===== src/rtl/intr_ctrl_pkg.sv =====
// Shared constants and types for the eight-source interrupt controller.
package intr_ctrl_pkg;

  localparam int NUM_IRQ = 8;

  localparam logic [1:0] INTR_ENABLE_ADDR  = 2'd0;
  localparam logic [1:0] INTR_MODE_ADDR    = 2'd1;
  localparam logic [1:0] INTR_PENDING_ADDR = 2'd2;
  localparam logic [1:0] INTR_STATUS_ADDR  = 2'd3;

  typedef logic [2:0] intr_vec_t;

endpackage


===== src/rtl/intr_prio_enc.sv =====
// Combinational 8->3 priority encoder; the index named by base has top priority,
// then priority descends with increasing index modulo 8.
module intr_prio_enc (
  input  logic [7:0] req,
  input  logic [2:0] base,
  output logic       valid,
  output logic [2:0] idx
);
  import intr_ctrl_pkg::*;

  logic [2*NUM_IRQ-1:0] dbl;
  logic [NUM_IRQ-1:0]   rot;
  intr_vec_t            off;

  // Rotate so that base lands on bit 0, pick the lowest set bit, then undo the rotation.
  always_comb begin
    dbl   = {req, req} >> base;
    rot   = dbl[NUM_IRQ-1:0];
    valid = |rot;
    off   = 3'd0;
    for (int i = NUM_IRQ - 1; i >= 0; i--) begin
      if (rot[i]) begin
        off = intr_vec_t'(i);
      end else begin
        off = off;
      end
    end
    idx = off + base;
  end

endmodule


===== src/rtl/intr_ctrl.sv =====
// Interrupt controller top: edge/level capture, masking, 4-register bus and ACK handshake.
// Define INTR_CTRL_ROTATE_PRIO_EN for round-robin priority; otherwise index 0 is highest.
module intr_ctrl #(
  parameter int         NUM_IRQ    = 8,
  parameter logic [7:0] ENABLE_RST = 8'h00
) (
  input  logic               PCLK,
  input  logic               PRESET,
  input  logic [NUM_IRQ-1:0] IREQ,
  input  logic               wr_en,
  input  logic               rd_en,
  input  logic [1:0]         addr,
  input  logic [7:0]         wdata,
  output logic [7:0]         rdata,
  input  logic               ACK,
  output logic [2:0]         VEC,
  output logic               IRQ
);
  import intr_ctrl_pkg::*;

  logic [NUM_IRQ-1:0] en_q, en_d, mode_q, mode_d, pend_q, pend_d;
  logic [NUM_IRQ-1:0] ireq_dly_q, ireq_dly_d;
  logic [NUM_IRQ-1:0] rise, w1c, ack_clr, active;
  logic [7:0]         rdata_q, rdata_d;
  logic               irq_q, irq_d, ack_ok, act_valid;
  intr_vec_t          vec_q, vec_d, act_idx, ptr;

  always_comb begin
    en_d       = en_q;
    mode_d     = mode_q;
    rdata_d    = rdata_q;
    w1c        = 8'h00;
    ireq_dly_d = IREQ;
    ack_ok     = ACK & irq_q;
    if (wr_en) begin
      case (addr)
        INTR_ENABLE_ADDR:  en_d   = wdata;
        INTR_MODE_ADDR:    mode_d = wdata;
        INTR_PENDING_ADDR: w1c    = wdata;
        default:           w1c    = 8'h00;
      endcase
    end else begin
      w1c = 8'h00;
    end
    if (rd_en) begin
      case (addr)
        INTR_ENABLE_ADDR:  rdata_d = en_q;
        INTR_MODE_ADDR:    rdata_d = mode_q;
        INTR_PENDING_ADDR: rdata_d = pend_q;
        default:           rdata_d = {irq_q, 4'b0000, vec_q};
      endcase
    end else begin
      rdata_d = rdata_q;
    end
    rise    = IREQ & ~ireq_dly_q;
    ack_clr = ack_ok ? (8'h01 << vec_q) : 8'h00;
    // Next-cycle mode decides level tracking; a level->edge switch (mode_q=0) clears the bit.
    pend_d  = (~mode_d & IREQ)
            | (mode_d & mode_q & (rise | (pend_q & ~(w1c | ack_clr))));
  end

  assign active = pend_q & en_q;

  intr_prio_enc u_prio_enc (
    .req   (active),
    .base  (ptr),
    .valid (act_valid),
    .idx   (act_idx)
  );

  always_comb begin
    irq_d = act_valid;
    vec_d = act_valid ? act_idx : vec_q;
  end

`ifdef INTR_CTRL_ROTATE_PRIO_EN
  intr_vec_t ptr_q, ptr_d;

  always_comb begin
    ptr_d = ack_ok ? (vec_q + 3'd1) : ptr_q;
  end

  always_ff @(posedge PCLK or posedge PRESET) begin
    if (PRESET) begin
      ptr_q <= 3'd0;
    end else begin
      ptr_q <= ptr_d;
    end
  end

  assign ptr = ptr_q;
`else
  assign ptr = 3'd0;
`endif

  always_ff @(posedge PCLK or posedge PRESET) begin
    if (PRESET) begin
      en_q       <= ENABLE_RST;
      mode_q     <= 8'h00;
      pend_q     <= 8'h00;
      ireq_dly_q <= 8'h00;
      rdata_q    <= 8'h00;
      irq_q      <= 1'b0;
      vec_q      <= 3'd0;
    end else begin
      en_q       <= en_d;
      mode_q     <= mode_d;
      pend_q     <= pend_d;
      ireq_dly_q <= ireq_dly_d;
      rdata_q    <= rdata_d;
      irq_q      <= irq_d;
      vec_q      <= vec_d;
    end
  end

  assign rdata = rdata_q;
  assign VEC   = vec_q;
  assign IRQ   = irq_q;

endmodule

===== config.mk =====
export PLATFORM = sky130hd
export DESIGN_NAME = intr_ctrl
export DESIGN_NICKNAME = d
export VERILOG_FILES = /design/src/rtl/intr_ctrl_pkg.sv /design/src/rtl/intr_prio_enc.sv /design/src/rtl/intr_ctrl.sv
export SDC_FILE = /design/constraint.sdc
export NUM_CORES = 1
export LEC_CHECK = 0
export CAP_MARGIN = 25
export CORE_MARGIN = 4
export CORE_UTILIZATION = 56
export DETAILED_ROUTE_END_ITERATION = 8
export GPL_TIMING_DRIVEN = 0
export PLACE_DENSITY = 0.86
export SLEW_MARGIN = 20
export SYNTH_ARGS = -nofsm -noshare
export SYNTH_HDL_FRONTEND = slang
export SYNTH_SLANG_ARGS = --single-unit

===== constraint.sdc =====
create_clock -name PCLK -period 2 [get_ports PCLK]
set_input_delay 0.2 -clock PCLK [delete_from_list [all_inputs] [get_ports PCLK]]
set_output_delay 0.2 -clock PCLK [all_outputs]
set_load 0.01 [all_outputs]

==> flow_summary.json, run 1 <==
{
  "status": "finished clean",
  "pwr-share-comb_pct": 30.0,
  "fmax_mhz": 604.7,
  "first_pass_iters": 4,
  "grt_usage_pct": 22.37,
  "clock_sinks": 44,
  "worstPathRequired_ns": 1.80,
  "rsz0062_at_grt": "no",
  "cts_tree": "built",
  "synthArstFlopShare_pct": 100.0,
  "drv_slew": 0,
  "cpLargestDelayFamily": "buffers and inverters",
  "ys.warnings.count": 0,
  "post-route-min-period_ns": 1.654,
  "p_int_uw": 1645,
  "wl_per_cell_um": 17.57,
  "io_buffers": 34,
  "synthFlopType": "dfrtp_1",
  "worst_setup_path_start_kind": "flop",
  "grt_max_degree": 24,
  "slew_headroom_pct": 64.77,
  "antennaDiodeCount": 0,
  "routed_wl_mm": 4.586,
  "vias": 1536,
  "syn_nets": 195,
  "power_leakage_uw": 0.001110,
  "cts_resized": 0,
  "synth_area_mm2": 0.002034,
  "fin_worst_skew_ns": 0.004334,
  "ant_nets": 0,
  "initial_core_util_pct": 59.56,
  "cts.htree.levels": 2,
  "p_clk_share_pct": 18.0,
  "clk_latency_ns": 0.35,
  "yosys.area_share.simple_pct": 10.95,
  "synth_seq_cells": 44,
  "coreArea_mm2": 0.003416,
  "fp.dieH_um": 68.28,
  "grt_pass1_vias": 1550,
  "drt_iter0_markers": 78,
  "worst-path-buf-inv": 1,
  "path_cells": "clkdlybuf4s50_1",
  "cts_buffers": 5,
  "via_per_inst": 5.885,
  "holdCritPathClass": "in2async",
  "dp_cells": 253,
  "nNetsFinal": 237,
  "swShare_pct": 32.07,
  "final_hold_viol_count": 0,
  "die_x_um": 68.28,
  "area_growth_pct": 23.80,
  "syn_inst": 172,
  "die_area_mm2": 0.004661,
  "hpwl_mm": 3.432,
  "ctsHoldBuffers": 0,
  "num_rows": 21,
  "design_area_mm2": 0.002519,
  "synth_top_family_by_area": "multiplexers",
  "ys_seq_area_share_pct": 54.12,
  "overflow": 0,
  "holdWs_ns": 0.1937,
  "p_switching_uw": 776.5,
  "drv_cap": 0,
  "worstSetupEndpointType": "output port",
  "grt_pass1_wl_mm": 7.500,
  "final_cell_mix": "dfrtp_1 (44), clkdlybuf4s50_1 (34), o21ai_0 (17)",
  "fin_crit_sh_pct": 82.68,
  "max_stage_delay_ns": 0.60,
  "synth-compound-area-share_pct": 13.53,
  "cts_buffer_depth": 2,
  "antenna_found_initial": 0,
  "cts.clk_slew.worst_paths_ns": 0.12,
  "setup_violations": 0,
  "path_class": "reg2out",
  "ir_drop_mv": 0.6382,
  "tightest_slew_ns": 0.5279,
  "instances_no_fill": 261,
  "crit_fanout": 8,
  "cts-root-buf": "clkbuf_4",
  "io_pins": 35,
  "synth_edf_count": 0,
  "final_common_cell": "dfrtp_1",
  "p_per_area_mw_per_mm2": 961.3,
  "synth_mux_area_share_pct": 17.53,
  "p_seq_share_pct": 52.0,
  "drc": 0,
  "synth_xor_area_share_pct": 0,
  "synth_cell_type_count": 31,
  "routabilityCongestion": 0.9012,
  "avgSynthCellArea_um2": 11.83,
  "drive_gt1_share_pct": 13.02,
  "cp_data_arrival_time_ns": 1.45,
  "postPlaceCellArea_mm2": 0.002460,
  "post_cts_buffers": 0,
  "synthAdderAreaFrac_pct": 0,
  "slowest_stage": "clkdlybuf4s50_1"
}
[area by class of cell]
cell class,count,area (µm²)
inverter,10,37.54
fill,256,897.1
multi-input combinational,113,854.6
sequential,44,1101
timing repair buffer,35,367.9
clock buffer,8,58.81
tap,46,57.56
buffer,5,41.29
[per-stage QoR]
step                      total power [µW]  worst slack [ns]  setup TNS, ns  util (%)
after floorplan                       1631            0.7091              0         -
after global placement                1965         -0.005793        -0.1924     71.21
after detailed placement              1999           0.09515              0     72.01
after CTS                             2435            0.3398              0     73.74
after global routing                  2580            0.2781              0     73.74
final                                 2421            0.3464              0     73.74
[power by group through the flow]
| stage | Clock, µW | Sequential, µW | Combinational, µW |
|---|---|---|---|
| 6_report | 437 | 1260 | 727 |
| 5_1_grt | 498 | 1290 | 796 |
| 4_1_cts | 450 | 1250 | 732 |
| 3_5_place_dp | 0 | 1270 | 728 |
| 3_3_place_gp | 0 | 1260 | 703 |
| 2_1_floorplan | 0 | 1250 | 380 |
[logic make-up (layout without fill, tap and decap cells)]
kind of cell | count (synthesis) | count (layout)
AND/OR/NAND/NOR | 42 | 42
multiplexers | 28 | 28
AO/OA/AOI/OAI | 43 | 43
flip-flops | 44 | 44
buffers and inverters | 15 | 58
[synth_stat cells (3+ instances only)]
cell        n  area [µm²]
dfrtp_1    44        1101
nor2_1      9       33.78
o2111ai_1   6       52.55
mux2_2     10       112.6
mux2i_1    12       120.1
buf_6       3       33.78
nor2b_1     9       56.30
o21ai_0    17       85.08
nand2_1    15       56.30
a21oi_1     9       45.04
mux4_2      3       67.56
inv_1      10       37.54
[flip-flops by register name (all words and copies together) (netlist names)]
register / cells
rdata: 8
ireq_dly_q: 8
VEC: 3
IRQ: 1
mode_q: 8
en_q: 8
pend_q: 8
[metal layers]
layer / vias up / track usage [%] / share of wire, %
li1: 708 / - / -
met1: 743 / 30.28 / 43
met2: 77 / 35.14 / 48
met3: 8 / 6.732 / 8.0
met4: 0 / 5.707 / 1.0
met5: - / 0 / 0
[worst paths after layout]
| path | from | endpoint | slack, ns | depth (start not counted) |
|---|---|---|---|---|
| setup / recovery | VEC[1] | VEC[1] | 0.35 | 1 |
| hold / removal | PRESET | ireq_dly_q[6] | 0.19 | 2 |
| setup reg to reg | VEC[2] | pend_q[0] | 0.58 | 4 |
| hold reg to reg | rdata[2] | rdata[2] | 0.53 | 1 |
| max in group asynchronous | PRESET | ireq_dly_q[3] | 1.33 | 3 |
| min in group PCLK | IREQ[1] | ireq_dly_q[1] | 0.31 | 1 |
Note: power is estimated with default switching activity, not from simulation.
==> run 2: changes to the inputs <==
--- a/config.mk
+++ b/config.mk
@@ -7,10 +7,10 @@
 export LEC_CHECK = 0
 export CAP_MARGIN = 25
 export CORE_MARGIN = 4
-export CORE_UTILIZATION = 56
+export CORE_UTILIZATION = 47
 export DETAILED_ROUTE_END_ITERATION = 8
 export GPL_TIMING_DRIVEN = 0
-export PLACE_DENSITY = 0.86
+export PLACE_DENSITY = 0.77
 export SLEW_MARGIN = 20
 export SYNTH_ARGS = -nofsm -noshare
 export SYNTH_HDL_FRONTEND = slang
==> constraint.sdc (replaced) <==
create_clock -name PCLK -period 1.37 [get_ports PCLK]
set_input_delay 0.137 -clock PCLK [delete_from_list [all_inputs] [get_ports PCLK]]
set_output_delay 0.137 -clock PCLK [all_outputs]
set_load 0.01 [all_outputs]
==> run 2 against run 1 <==
Register-to-register slack got worse by 0.54 ns. Via count fell by 1.4%. Global-route usage fell by 3.5 points. Largest power group unchanged.
==> flow_summary.json, run 2 (same netlist as run 1, synthesis figures left out) <==
{
  "via_per_inst": 5.570,
  "worstSetupEndpointType": "flop",
  "p_clk_share_pct": 22.3,
  "die_area_mm2": 0.005445,
  "clk_latency_ns": 0.30,
  "reg2reg_depth": 2,
  "design_area_mm2": 0.002648,
  "r2r_end": "rdata[2]",
  "instances_no_fill": 272,
  "area_growth_pct": 30.14,
  "wl_per_cell_um": 16.94,
  "drv_slew": 0,
  "p_per_area_mw_per_mm2": 1443,
  "io_buffers": 34,
  "first_pass_iters": 4,
  "fmax_mhz": 751.7,
  "post-route-min-period_ns": 1.330,
  "cts.clk_slew.worst_paths_ns": 0.09,
  "grt_max_degree": 27,
  "initial_core_util_pct": 49.79,
  "dp_cells": 257,
  "fill_cells": 336,
  "worst_setup_path_start_kind": "flop",
  "p_int_uw": 2604,
  "drt_iter0_markers": 77,
  "grt_usage_pct": 18.88,
  "drive_gt1_share_pct": 18.02,
  "worstPathRequired_ns": 1.56,
  "timing.rr.start": "en_q[2]",
  "drv_cap": 0,
  "status": "finished clean",
  "num_rows": 23,
  "routabilityCongestion": 0.8588,
  "overflow": 0,
  "final_hold_viol_count": 0,
  "antenna_found_initial": 0,
  "pre_cts_slack_ns": -0.4232,
  "drc": 0,
  "crit_fanout": 5,
  "post-route-util_pct": 64.79,
  "fin_worst_skew_ns": 0.006908,
  "pwr-share-comb_pct": 30.2,
  "fin_crit_sh_pct": 97.10,
  "r2r_setup_slack_ns": 0.04,
  "cts_buffers": 5,
  "final_common_cell": "dfrtp_1",
  "tightest_slew_ns": 0.4693,
  "power_leakage_uw": 0.001215,
  "cp_data_arrival_time_ns": 1.52,
  "slew_headroom_pct": 68.71,
  "cts_tree": "built",
  "cts_buffer_depth": 2,
  "grt_pass1_wl_mm": 7.548,
  "p_seq_share_pct": 47.6,
  "cts-root-buf": "clkbuf_8",
  "swShare_pct": 31.82,
  "hpwl_mm": 3.169,
  "antennaDiodeCount": 0,
  "fin_ws_ns": 0.03967,
  "setup_violations": 0,
  "ant_nets": 0,
  "holdWs_ns": 0.1477,
  "die_x_um": 73.79,
  "routed_wl_mm": 4.608,
  "coreArea_mm2": 0.004086,
  "path_class": "reg2reg",
  "postPlaceCellArea_mm2": 0.002457,
  "clock_sinks": 44,
  "grt_pass1_vias": 1533,
  "final_cell_mix": "dfrtp_1 (42), clkdlybuf4s50_1 (24), o21ai_0 (17)",
  "io_pins": 35,
  "rsz0062_at_grt": "yes",
  "ir_drop_mv": 0.6703,
  "p_switching_uw": 1216,
  "holdCritPathClass": "in2async",
  "fp.dieH_um": 73.79,
  "cts.htree.levels": 2,
  "nNetsFinal": 244,
  "vias": 1515
}
## run 2: cell count changes in the layout (fill, tap and decap cells not counted), sizes merged
cell           delta
clkdlybuf4s50    -10
buf               +8
dlygate4sd2       +6
dlymetal6s2s      +4
clkbuf            -1
## run 2: how the worst max path moves through the flow
stage            start         to  slack [ns]  cells after the start
6_report       en_q[2]   rdata[2]        0.04                      2
2_1_floorplan   VEC[1]   rdata[1]        0.08                      2
3_3_place_gp    PRESET   rdata[0]       -0.68                      2
4_1_cts         VEC[2]  pend_q[0]        0.01                      4
3_5_place_dp   addr[0]   rdata[0]       -0.42                      4
5_1_grt            IRQ  pend_q[0]       -0.03                      5
## run 2: worst max-delay path, stage by stage, from the launching register on
cell and delay (ns):
dfrtp_1 0.44, mux4_1 0.50, mux2_2 0.28
## run 2: stage by stage
step                       TNS, ns  power [µW]
after floorplan                  0        2381
after global placement      -38.92        2857
after CTS                        0        3796
final                            0        3820
after detailed placement    -9.414        2894
after global routing      -0.03178        4028
## run 2: what timing repair did
action,4_1_cts,5_1_grt
pin swaps,1,0
hold buffers,0,0
endpoints found under the setup margin,21,13
hold endpoints to repair,0,0
buffers inserted,8,0
resized for setup,8,7
## run 2: final cells by class
| type | instances | area, µm² | area share, % |
|---|---|---|---|
| clock buffer | 8 | 90.09 | 3.403 |
| multi-input combinational | 113 | 868.3 | 32.80 |
| inverter | 10 | 37.54 | 1.418 |
| timing repair buffer | 43 | 447.9 | 16.92 |
| tap | 50 | 62.56 | 2.363 |
| sequential | 44 | 1104 | 41.68 |
| buffer | 4 | 37.54 | 1.418 |
## run 2: power groups by stage
stage,registers [µW],logic (µW),clock network [µW]
5_1_grt,1860,1250,918
3_3_place_gp,1850,1010,0
3_5_place_dp,1860,1040,0
6_report,1820,1150,850
2_1_floorplan,1830,554,0
4_1_cts,1800,1140,862
## run 2: routing by layer
| metal | vias to the layer above | track usage (%) | share of wire (%) |
|---|---|---|---|
| li1 | 724 | - | - |
| met1 | 728 | 24.36 | 44 |
| met2 | 57 | 30.12 | 48 |
| met3 | 6 | 5.335 | 6.8 |
| met4 | 0 | 7.042 | 1.5 |
| met5 | - | 0 | 0 |
==> run 3: changes to the inputs <==
--- a/config.mk
+++ b/config.mk
@@ -11,7 +11,7 @@
 export DETAILED_ROUTE_END_ITERATION = 8
 export GPL_TIMING_DRIVEN = 0
 export PLACE_DENSITY = 0.77
-export SLEW_MARGIN = 20
+export SLEW_MARGIN = 40
 export SYNTH_ARGS = -nofsm -noshare
 export SYNTH_HDL_FRONTEND = slang
 export SYNTH_SLANG_ARGS = --single-unit
==> run 3 against run 2 <==
Critical endpoint unchanged. Cell count rose by 1.1%. Combinational power barely moved. Fmax rose by 0.30%. Critical path type unchanged. Via count rose by 1.2%. Wire length rose by 0.54%. Critical path depth did not move.
==> flow_summary.json, run 3 (same netlist as run 1, synthesis figures left out) <==
{
  "cp.depth": 2,
  "grt_max_degree": 45,
  "crit_fanout": 5,
  "grt_usage_pct": 18.86,
  "clk_latency_ns": 0.30,
  "ir_drop_mv": 0.6682,
  "path_cells": "mux4_1 -> mux2_2",
  "final_common_cell": "dfrtp_1",
  "pre_cts_slack_ns": -0.4267,
  "instances_no_fill": 275,
  "vias": 1533,
  "drt_iter0_markers": 96,
  "cts-root-buf": "clkbuf_8",
  "cts_buffers": 5,
  "cpLargestDelayFamily": "multiplexers",
  "slew_headroom_pct": 63.24,
  "clock_sinks": 44,
  "r2r_end": "rdata[2]",
  "routed_wl_mm": 4.633,
  "grt_pass1_wl_mm": 7.624,
  "die_area_mm2": 0.005445,
  "via_per_inst": 5.575,
  "slowest_stage": "mux4_1",
  "antennaDiodeCount": 0,
  "worst-path-buf-inv": 0,
  "coreArea_mm2": 0.004086,
  "p_per_area_mw_per_mm2": 1444,
  "drive_gt1_share_pct": 19.11,
  "tightest_slew_ns": 0.5514,
  "post-route-min-period_ns": 1.326,
  "hpwl_mm": 3.080,
  "first_pass_iters": 4,
  "final_hold_viol_count": 0,
  "ant_nets": 0,
  "status": "finished clean",
  "reg2reg_depth": 2,
  "final_cell_mix": "dfrtp_1 (42), clkdlybuf4s50_1 (25), o21ai_0 (17)",
  "worstSetupEndpointType": "flop",
  "timing.rr.start": "pend_q[2]",
  "cts_buffer_depth": 2,
  "cts.clk_slew.worst_paths_ns": 0.08,
  "routabilityCongestion": 0.8588,
  "path_class": "reg2reg",
  "fin_worst_skew_ns": 0.005655,
  "fill_cells": 339,
  "num_rows": 23,
  "fp.dieH_um": 73.79,
  "r2r_setup_slack_ns": 0.04,
  "holdCritPathClass": "in2async",
  "drc": 0,
  "cts.htree.levels": 2,
  "antenna_found_initial": 0,
  "drv_slew": 0,
  "fin_ws_ns": 0.04372,
  "io_pins": 35,
  "worstPathRequired_ns": 1.56,
  "die_x_um": 73.79,
  "post-route-util_pct": 64.73,
  "rsz0062_at_grt": "no",
  "drv_cap": 0,
  "max_stage_delay_ns": 0.50,
  "fin_crit_sh_pct": 96.81,
  "overflow": 0,
  "cts_tree": "built",
  "cp_data_arrival_time_ns": 1.52,
  "initial_core_util_pct": 49.79,
  "power_leakage_uw": 0.001212,
  "io_buffers": 34,
  "area_growth_pct": 30.01,
  "setup_violations": 0,
  "grt_pass1_vias": 1533,
  "fmax_mhz": 754.0,
  "dp_cells": 256,
  "ctsHoldBuffers": 0,
  "nNetsFinal": 247,
  "wl_per_cell_um": 16.85,
  "worst_setup_path_start_kind": "flop"
}
## run 3: cell count changes in the layout (fill, tap and decap cells not counted), sizes merged
cell	change
buf	+3
clkdlybuf4s50	+1
dlymetal6s2s	-1
## run 3: layout make-up
cell class | instances | area (µm²) | share of cell area [%]
flip-flops and latches | 44 | 1104 | 41.72
repair buffers | 46 | 442.9 | 16.75
inverters | 10 | 40.04 | 1.514
clock buffers | 8 | 90.09 | 3.406
well taps | 50 | 62.56 | 2.365
plain buffers | 4 | 37.54 | 1.419
multi-input cells | 113 | 868.3 | 32.83
## run 3: worst register-to-register path: stages (launching register included)
cell and delay [ns]:
dfrtp_1 0.44, mux4_1 0.50, mux2_2 0.28
## run 3: worst max-delay path by stage
stage                         start       end  slack, ns
after CTS                  rdata[1]  rdata[1]       0.02
final                     pend_q[2]  rdata[2]       0.04
after global placement       PRESET  rdata[0]      -0.68
after detailed placement    addr[0]  rdata[0]      -0.43
after global routing       rdata[6]  rdata[6]    0.00009
after floorplan              VEC[1]  rdata[1]       0.08
## run 3: per-stage QoR
stage / instance area [µm²] / TNS (ns) / power, µW / hold WS, ns
floorplan: 2034 / 0 / 2381 / 0.1684
detailed placement: 2440 / -9.506 / 2886 / 0.4968
CTS: 2628 / 0 / 3811 / 0.2544
global placement: 2437 / -38.92 / 2857 / 0.4887
finish: 2645 / 0 / 3820 / 0.2379
global route: 2645 / 0 / 4034 / 0.2782
## run 3: repair_timing
action	in CTS	in global routing
resized for setup	8	6
buffers inserted	12	0
hold endpoints to repair	0	0
endpoints found under the setup margin	22	12
pin swaps	1	0
## run 3: where the power goes
group | internal (µW) | switching (µW)
registers | 1560 | 248
logic | 642 | 527
clock network | 412 | 429
## run 3: metal layers
layer  vias to the layer above  share of wire [%]  GRT usage (%)  wire [µm]
li1                        729                  -              -          -
met1                       741                 42          24.39       1967
met2                        59                 49          30.02       2278
met3                         4                7.6          6.293        351
met4                         0               0.78          5.634         36
met5                         -                  0              0          0
